[src/rtl/dmem_arbiter.sv]
// dmem_arbiter: two-port data RAM arbiter with round-robin ties and burst lock.
// Define DMEM_ARB_FIXED_PRIO_EN to make port 0 win every idle tie.
module dmem_arbiter #(
  parameter int ADDR_W   = 32,
  parameter int MAX_LOCK = 8
) (
  input  logic              clk,
  input  logic              rst_n,
  input  logic [1:0]        req_i,
  input  logic [1:0]        we_i,
  input  logic [1:0]        size0_i,
  input  logic [1:0]        size1_i,
  input  logic [ADDR_W-1:0] addr0_i,
  input  logic [ADDR_W-1:0] addr1_i,
  input  logic [ADDR_W-1:0] wdata0_i,
  input  logic [ADDR_W-1:0] wdata1_i,
  input  logic [1:0]        lock_i,
  output logic [1:0]        gnt_o,
  output logic [1:0]        rvalid_o,
  output logic [1:0]        err_o,
  output logic [ADDR_W-1:0] rdata_o,
  output logic [ADDR_W-1:0] ram_a_o,
  output logic [ADDR_W-1:0] ram_wd_o,
  output logic              ram_sb_o,
  output logic              ram_sh_o,
  output logic              ram_sw_o,
  input  logic [ADDR_W-1:0] ram_rd_i
);

  localparam int CW = $clog2(MAX_LOCK + 1);

  typedef enum logic [1:0] {
    S_IDLE,
    S_LOCKED,
    S_YIELD
  } state_e;

  state_e state_q, state_d;
  logic own_q, own_d;
  logic last_q, last_d;
  logic [CW-1:0] cnt_q, cnt_d, cnt_n;
  logic [1:0] rvalid_q, rvalid_d;
  logic [1:0] err_q, err_d;
  logic [ADDR_W-1:0] rdata_q, rdata_d;

  logic tie, arb_w, w, gv, gnt_v;
  logic wr, aligned;
  logic [1:0] sz;
  logic [ADDR_W-1:0] a, wd;

`ifdef DMEM_ARB_FIXED_PRIO_EN
  assign tie = 1'b0;
`else
  assign tie = ~last_q;
`endif

  assign arb_w = (req_i == 2'b11) ? tie : req_i[1];

  // LOCKED keeps the owner; YIELD owes the other port one grant
  always_comb begin
    w  = arb_w;
    gv = |req_i;
    unique case (1'b1)
      (state_q == S_LOCKED) && req_i[own_q]: begin
        w  = own_q;
        gv = 1'b1;
      end
      (state_q == S_YIELD) && req_i[~own_q]: begin
        w  = ~own_q;
        gv = 1'b1;
      end
      default: ;
    endcase
  end

  assign gnt_v = gv & rst_n;

  assign a  = w ? addr1_i  : addr0_i;
  assign wd = w ? wdata1_i : wdata0_i;
  assign sz = w ? size1_i  : size0_i;
  assign wr = we_i[w];

  assign aligned = (sz == 2'b00)
                 | ((sz == 2'b01) & ~a[0])
                 | ((sz == 2'b10) & (a[1:0] == 2'b00));

  assign gnt_o    = gnt_v ? (w ? 2'b10 : 2'b01) : 2'b00;
  assign ram_a_o  = gnt_v ? a  : '0;
  assign ram_wd_o = gnt_v ? wd : '0;
  assign ram_sb_o = gnt_v & wr & aligned & (sz == 2'b00);
  assign ram_sh_o = gnt_v & wr & aligned & (sz == 2'b01);
  assign ram_sw_o = gnt_v & wr & aligned & (sz == 2'b10);

  always_comb begin
    state_d  = S_IDLE;
    own_d    = own_q;
    last_d   = last_q;
    cnt_d    = '0;
    cnt_n    = CW'(1);
    rvalid_d = '0;
    err_d    = '0;
    rdata_d  = rdata_q;
    if ((state_q == S_LOCKED) && (w == own_q))
      cnt_n = cnt_q + 1'b1;
    if (gnt_v) begin
      last_d = w;
      if (lock_i[w]) begin
        own_d = w;
        if (cnt_n >= CW'(MAX_LOCK)) begin
          state_d = S_YIELD;
        end else begin
          state_d = S_LOCKED;
          cnt_d   = cnt_n;
        end
      end
      if (!aligned) begin
        rvalid_d[w] = 1'b1;
        err_d[w]    = 1'b1;
      end else if (!wr) begin
        rvalid_d[w] = 1'b1;
        rdata_d     = ram_rd_i;
      end
    end
  end

  always_ff @(posedge clk or negedge rst_n) begin
    if (!rst_n) begin
      state_q  <= S_IDLE;
      own_q    <= 1'b0;
      last_q   <= 1'b1;
      cnt_q    <= '0;
      rvalid_q <= '0;
      err_q    <= '0;
      rdata_q  <= '0;
    end else begin
      state_q  <= state_d;
      own_q    <= own_d;
      last_q   <= last_d;
      cnt_q    <= cnt_d;
      rvalid_q <= rvalid_d;
      err_q    <= err_d;
      rdata_q  <= rdata_d;
    end
  end

  assign rvalid_o = rvalid_q;
  assign err_o    = err_q;
  assign rdata_o  = rdata_q;

endmodule
[config.mk]
export PLATFORM = sky130hd
export DESIGN_NAME = dmem_arbiter
export DESIGN_NICKNAME = d
export VERILOG_FILES = /design/src/rtl/dmem_arbiter.sv
export SDC_FILE = /design/constraint.sdc
export NUM_CORES = 1
export LEC_CHECK = 0
export BUFFER_PORTS_ARGS = -buffer_cell sky130_fd_sc_hd__buf_2
export CORE_AREA = 2 2 106 108
export DETAILED_ROUTE_END_ITERATION = 16
export DIE_AREA = 0 0 108 110
export GPL_TIMING_DRIVEN = 0
export HOLD_SLACK_MARGIN = 0.02
export PLACE_DENSITY_LB_ADDON = 0.2
export SYNTH_ARGS = -nofsm -noshare
export SYNTH_HDL_FRONTEND = slang
export SYNTH_SLANG_ARGS = --single-unit
[constraint.sdc]
create_clock -name clk -period 2.35 [get_ports clk]
set_input_delay 0.235 -clock clk [delete_from_list [all_inputs] [get_ports clk]]
set_output_delay 0.235 -clock clk [all_outputs]
set_load 0.01 [all_outputs]
After elaboration in Yosys (flattened, before gate mapping)

Cells that the tools add are included.

Mux-type cells: 32
Reductions and logical operators: 10
Equal/unequal tests: 6
$lt $le $gt $ge: 5
Bitwise gates (word level): 14
Add/sub/neg operators: 1

Operator list:

| kind                                                      | number |
|---|---|
| two-way mux 32 bit                                        | 4 |
| two-way mux 2 bit                                         | 11 |
| two-way mux 4 bit                                         | 4 |
| two-way mux 1 bit                                         | 11 |
| bitwise AND 1 bit                                         | 8 |
| equality test 2 bit (second input constant)               | 3 |
| < comparator 1 x 2 -> 1 bit (second input constant)       | 3 |
| adder 4 x 1 -> 4 bit (second input constant)              | 1 |
| equality test 2 x 1 -> 1 bit (second input constant)      | 2 |
| greater-or-equal comparator 4 bit (second input constant) | 1 |
| logical AND 1 bit                                         | 4 |
| zero test 2 bit                                           | 2 |
| NOT 1 bit                                                 | 4 |
| OR reduction 2 bit                                        | 2 |
| AND reduction 3 bit                                       | 1 |
| bitwise OR 1 bit                                          | 2 |
| case mux 1 bit (2 select lines)                           | 1 |
| AND reduction 2 bit                                       | 1 |
| demux 1 bit (select 1 bit)                                | 1 |
| equality test 1 bit                                       | 1 |
| greater-or-equal comparator 1 bit (second input constant) | 1 |

Bits of input ports: 172
Register bits after elaboration: 44
Output and inout port bits: 105
Logic and storage cells: 75

Longest topological paths before layout

Gate-level depths: netlist of run 1.

Depth after elaboration: 12
Gate-level depth with buffers: 7
Depth with buffers taken out: 6

Least setup slack after synthesis of run 1

No wires, ideal clock.

Path type: reg2out
From: reg own_q
To: out ram_wd_o[13]
Arrival time: 1965 ps
Data required time: 2115 ps
Buffers on the path: 2
Setup slack: 150 ps
Cell stages (with the launch flop): 8
Cells stage by stage: dfrtp_1 > and3b_1 > o21a_1 > nor2_4 > clkbuf_1 > buf_1 > nand2_1 > a21oi_1

Cells in the longest elaborated chain, start to end: 7
Elaborated cells between the ends (all ways): 13
Those cells by class: mux (8); bitwise (2); reduce/logical (3)

Ends and longest elaborated chain:

| element                                           | RTL line | RTL |
|---|---|---|
| start: declaration                                | 39       | `logic own_q, own_d;` |
| start signal: assignment                          | 137      | `own_q <= own_d;` |
| two-way mux 1 bit (on tied branches) (2 in a row) | 64, 68   |  |
| logical AND 1 bit (on tied branches)              | 64, 68   |  |
| OR reduction 2 bit (no line)                      | n/a      |  |
| two-way mux 1 bit                                 | 63       | `unique case (1'b1)` |
| bitwise AND 1 bit                                 | 76       | `assign gnt_v = gv & rst_n;` |
| two-way mux 32 bit *                              | 89       | `assign ram_wd_o = gnt_v ? wd : '0;` |
| end: declaration                                  | 23       | `output logic [ADDR_W-1:0] ram_wd_o,` |

Every way passes the cells marked *; elsewhere a longest branch is shown, timed or not. The select of a mux whose other input is x is not followed.

Final worst setup path of run 1

From: reg state_q[0]
To: out ram_sh_o

Cells in the longest elaborated chain, start to end: 10
Elaborated cells between the ends (all ways): 24
Those cells by class: eq/ne (4); mux (6); bitwise (9); reduce/logical (5)

Ends and longest elaborated chain:

| element                                                             | RTL line | RTL |
|---|---|---|
| start: declaration                                                  | 38       | `state_e state_q, state_d;` |
| start signal: assignment                                            | 136      | `state_q <= state_d;` |
| equality test 2 bit or equality test 2 x 1 -> 1 bit (tied branches) | 68, 64   |  |
| logical AND 1 bit (on tied branches)                                | 68, 64   |  |
| case mux 1 bit (2 select lines)                                     | 63       |  |
| two-way mux 2 bit or two-way mux 32 bit (tied branches)             | 80, 78   |  |
| equality test 2 x 1 -> 1 bit or NOT 1 bit (tied branches)           | 84, 91   |  |
| bitwise AND 1 bit                                                   | 84       | `\| ((sz == 2'b01) & ~a[0])` |
| bitwise OR 1 bit                                                    | 84       |  |
| bitwise OR 1 bit                                                    | 85       | `\| ((sz == 2'b10) & (a[1:0] == 2'b00));` |
| bitwise AND 1 bit                                                   | 91       | `assign ram_sh_o = gnt_v & wr & aligned & (sz == 2'b01);` |
| bitwise AND 1 bit *                                                 | 91       |  |
| end: declaration                                                    | 25       | `output logic ram_sh_o,` |

Marked as above.

==> metrics.cfg, run 1 <==
[status]
status=complete, but fails checks
violations=negative setup slack

[finish]
nNetsFinal=843
area_growth_pct=72.7
fillers=1074
layout_commonest_cell=buf_2
seqCellArea_mm2=0.00110
multi_input_area_mm2=0.00182
layout_common_cells=buf_2 (276), nand2_1 (131), a21oi_1 (58)
final_cell_area_mm2=0.00513
drive_gt1_frac=0.571

[worst_setup_path]
critical_path_class=register to output pin
cp_max_fo=4
cp-end-kind=output pin
critical_path_arrival_ns=2.29
crit_required_ns=2.12
startpoint_type=register

[die]
die_h_um=110
start_util=0.277
die_width_um=108
dieArea_mm2=0.0119
core.rowCount=38
core_area_mm2=0.0107
io_pins=277

[placed_design]
place_congestion=0.802
port_buffers=276
place_area_mm2=0.00452
dp_hpwl_um=10000

[timing]
fin_crit_ns=2.53
finalSetupViolCount=63
slew-limit-headroom=0.501
setup_tns_ns=-3.91
finalWorstSetupSlack_ns=-0.179
hold_viol=0
hold_ws_ns=0.161
rsz0062_at_grt=yes
max_freq_mhz=395
skew_ns=0.00569
final_max_slew_viol_count=0
post-route-period-util=1.08
worstMarginPinSlew_ns=0.730

[synth]
yosysUniqueCellTypes=36
yosys_warnings=0
synth_cells=363
syn_nets=536
async_flop_share=1.00
ys_seq_area_frac=0.371
syn_area_per_cell_um2=8.18
synthesis.area_mm2=0.00297
ys.flop_type=dfrtp_1
ys_ff_latch=44
synth-edff-count=0

[routing]
first_pass_iters=4
routed_wl_um=12800
via_per_inst=4.64
wl_per_cell_um=15.8
vias=3771
drt_iter0_markers=169
final_antenna_net_count=0
drcViolationCount=0

[pwr]
switching_share=0.331
p_clk_frac=0.194
power_density_mw_per_mm2=612
p_switching_w=0.00104
leakagePower_nw=2.82
p_total_w=0.00314
pwr-share-seq=0.345
irDropWorstVdd_uv=360
internal-power_w=0.00210
power_frac_comb=0.461

[clock_network]
cts_tree=built
cts_num_sinks=44
h-tree-depth=2
root_buffer=clkbuf_8
clock_latency_ns=0.30
clk_pin_slew_worst_paths_ns=0.08
numCtsBuffers=5
clockBufferDepth=2

[grt]
grt_pass1_vias=3460
gr-total-overflow=0
grt_max_degree=44
grt_usage=0.195
grt_pass1_wl_um=18100
antenna_found_initial=1

[min_path]
hold_class=input pin to register

[flow_run]
max_cap_violations=0

-- power groups by stage --
stage                     Sequential [W]  Clock [W]  Combinational (W)
final                            0.00108   0.000608            0.00145
after global routing             0.00111   0.000652            0.00157
after CTS                        0.00108   0.000626            0.00140
after detailed placement         0.00110          0            0.00129
after global placement           0.00108          0            0.00129
after floorplan                  0.00120          0           0.000618
-- sequential cells by signal, indices dropped and copies added (netlist names) --
name      cells
cnt_q         4
err_o         2
last_q        1
own_q         1
rdata_o      32
rvalid_o      2
state_q       2
-- cells in the mapped netlist, types with 3 or more instances --
cell / number / area share
inv_1: 4 / 0.0051
a21oi_1: 69 / 0.12
nand2_1: 132 / 0.17
and3b_1: 3 / 0.0089
dfrtp_1: 43 / 0.36
o21ai_0: 4 / 0.0067
buf_6: 3 / 0.011
clkbuf_1: 20 / 0.025
nor4_1: 4 / 0.0084
nor2_1: 9 / 0.011
nand3_1: 3 / 0.0051
mux2_4: 30 / 0.15
o21a_1: 5 / 0.013
nor3_1: 6 / 0.010
-- worst paths after layout --
check,start,endpoint,slack [ns],cells past startpoint
worst min-delay path,ram_rd_i[19],rdata_o[19]$_DFFE_PN0P_,0.16,2
worst max register to register,state_q[0]$_DFF_PN0_,rdata_o[20]$_DFFE_PN0P_,-0.09,9
worst min register to register,rdata_o[19]$_DFFE_PN0P_,rdata_o[19]$_DFFE_PN0P_,0.49,1
max in group asynchronous,rst_n,own_q$_DFFE_PN0P_,1.47,3
worst max-delay path,state_q[0]$_DFF_PN0_,ram_sh_o,-0.18,8
min in group asynchronous,rst_n,last_q$_DFFE_PN1P_,0.62,2
-- worst max-delay path, cell delays in order (launching register included) --
cell     delay (ns)
dfrtp_1        0.45
and3b_2        0.26
o21a_1         0.21
nor2_4         0.17
buf_6          0.13
mux2i_1        0.21
and3b_1        0.21
nor3_2         0.20
buf_2          0.17
-- logic make-up after synthesis --
kind of cell,Yosys count,share of synthesized area
buffers and inverters,29,0.0443
XOR/XNOR,3,0.00885
AO/OA/AOI/OAI,89,0.178
AND/OR/NAND/NOR,162,0.226
adder cells (fa/ha/maj),1,0.00422
multiplexers,34,0.166
other,1,0.00126
flip-flops,44,0.371
-- per-stage QoR --
stage	std cells	util	worst slack, ns
floorplan	363	-	0.150
global placement	779	0.423	-0.463
detailed placement	779	0.423	-0.500
CTS	802	0.464	-0.100
global route	811	0.479	-0.213
finish	812	0.479	-0.179
-- layer usage --
layer | track usage | vias up | routed length, um
met5 | 0 | - | 12
met4 | 0.0375 | 2 | 82
met3 | 0.0370 | 7 | 1010
met2 | 0.331 | 173 | 6470
met1 | 0.261 | 1746 | 5250
li1 | - | 1843 | -
-- layout make-up --
| cell class | instances | share of cell area |
|---|---|---|
| diodes | 1 | 0.000488 |
| repair buffers | 301 | 0.321 |
| flip-flops and latches | 44 | 0.216 |
| plain buffers | 24 | 0.0474 |
| clock buffers | 6 | 0.0161 |
| well taps | 140 | 0.0342 |
| clock inverters | 2 | 0.00757 |
| inverters | 4 | 0.00293 |
| multi-input cells | 290 | 0.355 |
-- repair_timing --
item | in CTS | in global routing
resized for setup | 56 | 25
setup buffers | 15 | 7
endpoints found under the setup margin | 99 | 98
pin swaps | 11 | 8
hold buffers | 2 | 0
endpoints found under the hold margin | 43 | 0
gates cloned | 0 | 3
No activity file was read; power rests on OpenSTA's default activity.
==> run 2: changes to the inputs <==
REMOVE_ABC_BUFFERS = 1   (was default)
SKIP_CTS_REPAIR_TIMING = 1   (was default)
==> run 2 against run 1 <==
  * The flow finishes with violations (negative hold slack, negative setup slack)
  * Cell area is 6.0% higher
  * Clock skew hardly changed
  * Sequential share of layout area is 1.2 points lower
  * Via count shrank 1.8%
  * First-iteration DRC count rose by 28%
  * Global-route usage decreased by 2.9 points
  * Sequential power hardly changed
  * Clock power down 7.4%
  * Critical path type unchanged
  * Critical endpoint is now ram_sw_o
  * Largest cell class is now multi-input gates
  * Largest power group unchanged
==> metrics.cfg, run 2 (synthesis results as in run 1) <==
[worst_setup_path]
critical_path_arrival_ns=2.36
critPathLaunch=last_q$_DFFE_PN1P_
crit_required_ns=2.12
r2r-end=rdata_o[16]$_DFFE_PN0P_
critical_path_class=register to output pin
rrSetupSlack_ns=-0.19
crit_end=ram_sw_o
crit-reg2reg-launch=last_q$_DFFE_PN1P_
startpoint_type=register
cp_max_fo=5
cp-end-kind=output pin
r2r.worst_path.cells=9

[flow_run]
max_cap_violations=0

[routing]
via_per_inst=4.65
final_antenna_net_count=0
vias=3702
routed_wl_um=13000
drcViolationCount=0
wl_per_cell_um=16.3
drt_iter0_markers=217
first_pass_iters=4

[die]
start_util=0.277
dieArea_mm2=0.0119
die_h_um=110
io_pins=277
core.rowCount=38
die_width_um=108
core_area_mm2=0.0107

[pwr]
power_density_mw_per_mm2=589
irDropWorstVdd_uv=352
leakagePower_nw=2.93

[timing]
finalWorstSetupSlack_ns=-0.242
slew-limit-headroom=0.468
hold_viol=14
fin_crit_ns=2.59
finalSetupViolCount=88
hold_ws_ns=-0.0173
skew_ns=0.00533
final_max_slew_viol_count=0
post-route-period-util=1.10
max_freq_mhz=386
worstMarginPinSlew_ns=0.778
rsz0062_at_grt=yes

[status]
violations=negative hold slack, negative setup slack
status=complete, but fails checks

[placed_design]
port_buffers=276
place_congestion=0.760
dp_hpwl_um=8850

[finish]
fin_util=0.508
layout_common_cells=buf_2 (274), nand2_1 (92), dfrtp_1 (40)
nNetsFinal=823
drive_gt1_frac=0.679
largest_reg_flops=32
layout_commonest_cell=buf_2
area_growth_pct=83.1

[clock_network]
numCtsBuffers=5
clock_latency_ns=0.29
clockBufferDepth=2
root_buffer=clkbuf_8
cts_tree=built
cts_num_sinks=44
clk_pin_slew_worst_paths_ns=0.08
h-tree-depth=2

[grt]
grt_usage=0.166
gr-total-overflow=0
grt_max_degree=47
grt_pass1_vias=3106
antenna_found_initial=3
grt_pass1_wl_um=15700

[min_path]
hold_class=input pin to async pin

-- run 2: worst max-delay path: stages, from the launching register on --
cell and delay (ns):
dfstp_2 0.55, nand2_1 0.10, o21ai_4 0.25, nor2_4 0.09, buf_4 0.15, o311ai_4 0.38
nor2_1 0.09, nor4_2 0.26, buf_2 0.19
-- run 2: final cells by class --
| cell class | instances | area [um^2] |
|---|---|---|
| fill | 1045 | 5270 |
| multi-input combinational | 293 | 2230 |
| timing repair buffer | 302 | 1790 |
| sequential | 44 | 1110 |
| tap | 140 | 175 |
| clock buffer | 6 | 72.6 |
| clock inverter | 2 | 35.0 |
| inverter | 4 | 15.0 |
| antenna | 5 | 12.5 |
-- run 2: how the worst min path moves through the flow --
stage / endpoint / from / cells past startpoint
after floorplan: cnt_q[0]$_DFF_PN0_ / rst_n / 0
after global placement: rvalid_o[0]$_DFF_PN0_ / we_i[0] / 2
after detailed placement: rvalid_o[0]$_DFF_PN0_ / we_i[0] / 2
after CTS: rvalid_o[0]$_DFF_PN0_ / we_i[0] / 2
after global routing: rdata_o[20]$_DFFE_PN0P_ / rst_n / 1
final: rdata_o[20]$_DFFE_PN0P_ / rst_n / 1
-- run 2: through the flow --
step / cells / TNS, ns / area [um^2] / setup slack [ns] / total power [W]
6_report: 796 / -6.87 / 5430 / -0.242 / 0.00320
4_1_cts: 766 / -39.75 / 4620 / -0.827 / 0.00297
3_5_place_dp: 758 / -20.35 / 4510 / -0.500 / 0.00239
3_3_place_gp: 754 / -386.71 / 4410 / -4.82 / 0.00236
5_1_grt: 792 / -15.64 / 5420 / -0.365 / 0.00340
2_1_floorplan: 338 / -206.64 / 2850 / -2.83 / 0.00180
-- run 2: report_power, final --
group	total, W	switching, W	internal, W
logic	0.00155	0.000744	0.000802
clock network	0.000563	0.000247	0.000316
registers	0.00109	0.000117	0.000974
total	0.00320	0.00111	0.00209
-- run 2: metal layers --
| metal | global-route usage | wire length (um) | share of wire |
|---|---|---|---|
| met5 | 0 | 0 | 0 |
| met4 | 0.0256 | 57 | 0.0044 |
| met3 | 0.0476 | 956 | 0.074 |
| met2 | 0.294 | 6820 | 0.53 |
| met1 | 0.204 | 5140 | 0.40 |
==> run 3: changes to the inputs <==
CTS_CLUSTER_DIAMETER = 150   (was default)
PLACE_DENSITY = 0.59   (was default)
PLACE_DENSITY_LB_ADDON = default   (was 0.2)
==> run 3 against run 2 <==
  * The run still ends with negative hold slack, negative setup slack left
  * First-iteration DRC count rose by 24%
  * Wire length fell by 2.3%
  * Sequential cell count is the same
  * Sequential share of layout area rose by 0.86 points
  * Worst hold slack got worse by 0.0077 ns
  * Die area did not move
  * Critical path depth did not move
  * Via count up 0.41%
  * Setup slack improved by 0.13 ns
  * Non-clock buffer count up 9
  * Critical path type unchanged
  * Highest routed layer unchanged
==> metrics.cfg, run 3 (synthesis results as in run 1) <==
[worst_setup_path]
critical_path_class=register to output pin
cp_num_buf_inv=2
cp-end-kind=output pin
crit_required_ns=2.12
cpPeakStageDelay_ns=0.46
path_cells=and3b_2 -> o211ai_1 -> buf_4 -> and3b_1 -> o21a_2 -> nor2_1 -> nor4_2 -> buf_2
cp_max_fo=5
critical_path_arrival_ns=2.23
cpMaxStageDelayCell=dfrtp_2
cp_top_family=simple AND/OR/NAND/NOR gates
startpoint_type=register

[status]
violations=negative hold slack, negative setup slack
status=complete, but fails checks

[routing]
drt_iter0_markers=268
vias=3717
routed_wl_um=12700
final_antenna_net_count=0
via_per_inst=4.65
wl_per_cell_um=15.9
first_pass_iters=4
drcViolationCount=0

[die]
die_width_um=108
io_pins=277
dieArea_mm2=0.0119
start_util=0.277
die_h_um=110
core_area_mm2=0.0107
core.rowCount=38

[grt]
grt_pass1_vias=3100
antenna_found_initial=1
gr-total-overflow=0
grt_max_degree=54
grt_usage=0.163
grt_pass1_wl_um=15600

[min_path]
hold_class=input pin to async pin

[timing]
post-route-period-util=1.05
hold_viol=22
worstMarginPinSlew_ns=0.780
max_freq_mhz=406
fin_crit_ns=2.46
finalSetupViolCount=87
slew-limit-headroom=0.467
hold_ws_ns=-0.0250
setup_tns_ns=-5.55
finalWorstSetupSlack_ns=-0.114
rsz0062_at_grt=yes
skew_ns=0.00285
final_max_slew_viol_count=0

[clock_network]
cts_tree=built
root_buffer=clkbuf_8
h-tree-depth=2
clock_latency_ns=0.29
numCtsBuffers=5
clk_pin_slew_worst_paths_ns=0.08
clockBufferDepth=2
cts_num_sinks=44

[pwr]
power_density_mw_per_mm2=592
p_switching_w=0.00107
internal-power_w=0.00201
leakagePower_nw=2.85
switching_share=0.349
power_frac_comb=0.488
p_clk_frac=0.159
irDropWorstVdd_uv=287
pwr-share-seq=0.353

[placed_design]
port_buffers=276
dp_hpwl_um=8800
place_congestion=0.803
numPlacedInstances=758

[finish]
layout_common_cells=buf_2 (272), nand2_1 (122), a21oi_1 (58)
nNetsFinal=831
fillers=1054
layout_commonest_cell=buf_2
area_growth_pct=75.4
fin_util=0.487
fin_cells=800
largest_reg_flops=32
drive_gt1_frac=0.592

[flow_run]
max_cap_violations=0

## run 3: cell count changes in the layout (fill, tap and decap cells not counted), moves of 2 or more
| cell | delta |
|---|---|
| nand2_1 | +30 |
| a21oi_1 | +28 |
| buf_4 | +10 |
| nand2_2 | -9 |
| buf_2 | -2 |
| buf_6 | +2 |
| a21oi_2 | -29 |
| buf_12 | -3 |
| nand2_4 | -22 |
| diode_2 | -4 |
## run 3: power by group through the flow
stage / registers [W] / logic [W] / clock network [W]
3_5_place_dp: 0.00110 / 0.00130 / 0
4_1_cts: 0.00109 / 0.00130 / 0.000503
6_report: 0.00109 / 0.00150 / 0.000491
2_1_floorplan: 0.00120 / 0.000606 / 0
5_1_grt: 0.00112 / 0.00162 / 0.000533
3_3_place_gp: 0.00109 / 0.00127 / 0
## run 3: layout make-up
type | count | area, um^2 | area share
Antenna cell | 1 | 2.50 | 0.000481
Clock inverter | 1 | 7.51 | 0.00144
Tap cell | 140 | 175 | 0.0336
Clock buffer | 7 | 86.3 | 0.0166
Sequential cell | 44 | 1100 | 0.212
Multi-Input combinational cell | 292 | 1950 | 0.374
Inverter | 4 | 15.0 | 0.00288
Timing Repair Buffer | 311 | 1870 | 0.359
## run 3: final timing paths
kind	startpoint	endpoint	slack [ns]	cells past startpoint
max in group asynchronous	rst_n	state_q[1]$_DFF_PN0_	1.91	1
min	rst_n	rdata_o[26]$_DFFE_PN0P_	-0.03	1
min in group clk	we_i[0]	rvalid_o[0]$_DFF_PN0_	0.15	2
max	state_q[1]$_DFF_PN0_	ram_sw_o	-0.11	8
max reg2reg	state_q[1]$_DFF_PN0_	rdata_o[1]$_DFFE_PN0P_	-0.10	8
min reg2reg	rdata_o[18]$_DFFE_PN0P_	rdata_o[18]$_DFFE_PN0P_	0.49	1
## run 3: per-layer routing
layer / up-vias / track usage / part of all wire
li1: 1825 / - / -
met1: 1716 / 0.217 / 0.42
met2: 164 / 0.269 / 0.50
met3: 12 / 0.0412 / 0.071
met4: 0 / 0.0375 / 0.012
met5: - / 0 / 0
## run 3: metrics by stage
step	area, um^2	setup slack (ns)	power, W
2_1_floorplan	2850	-2.83	0.00180
3_3_place_gp	4410	-4.73	0.00236
3_5_place_dp	4510	-0.374	0.00240
4_1_cts	4600	-0.608	0.00290
5_1_grt	5200	-0.206	0.00327
6_report	5210	-0.114	0.00308
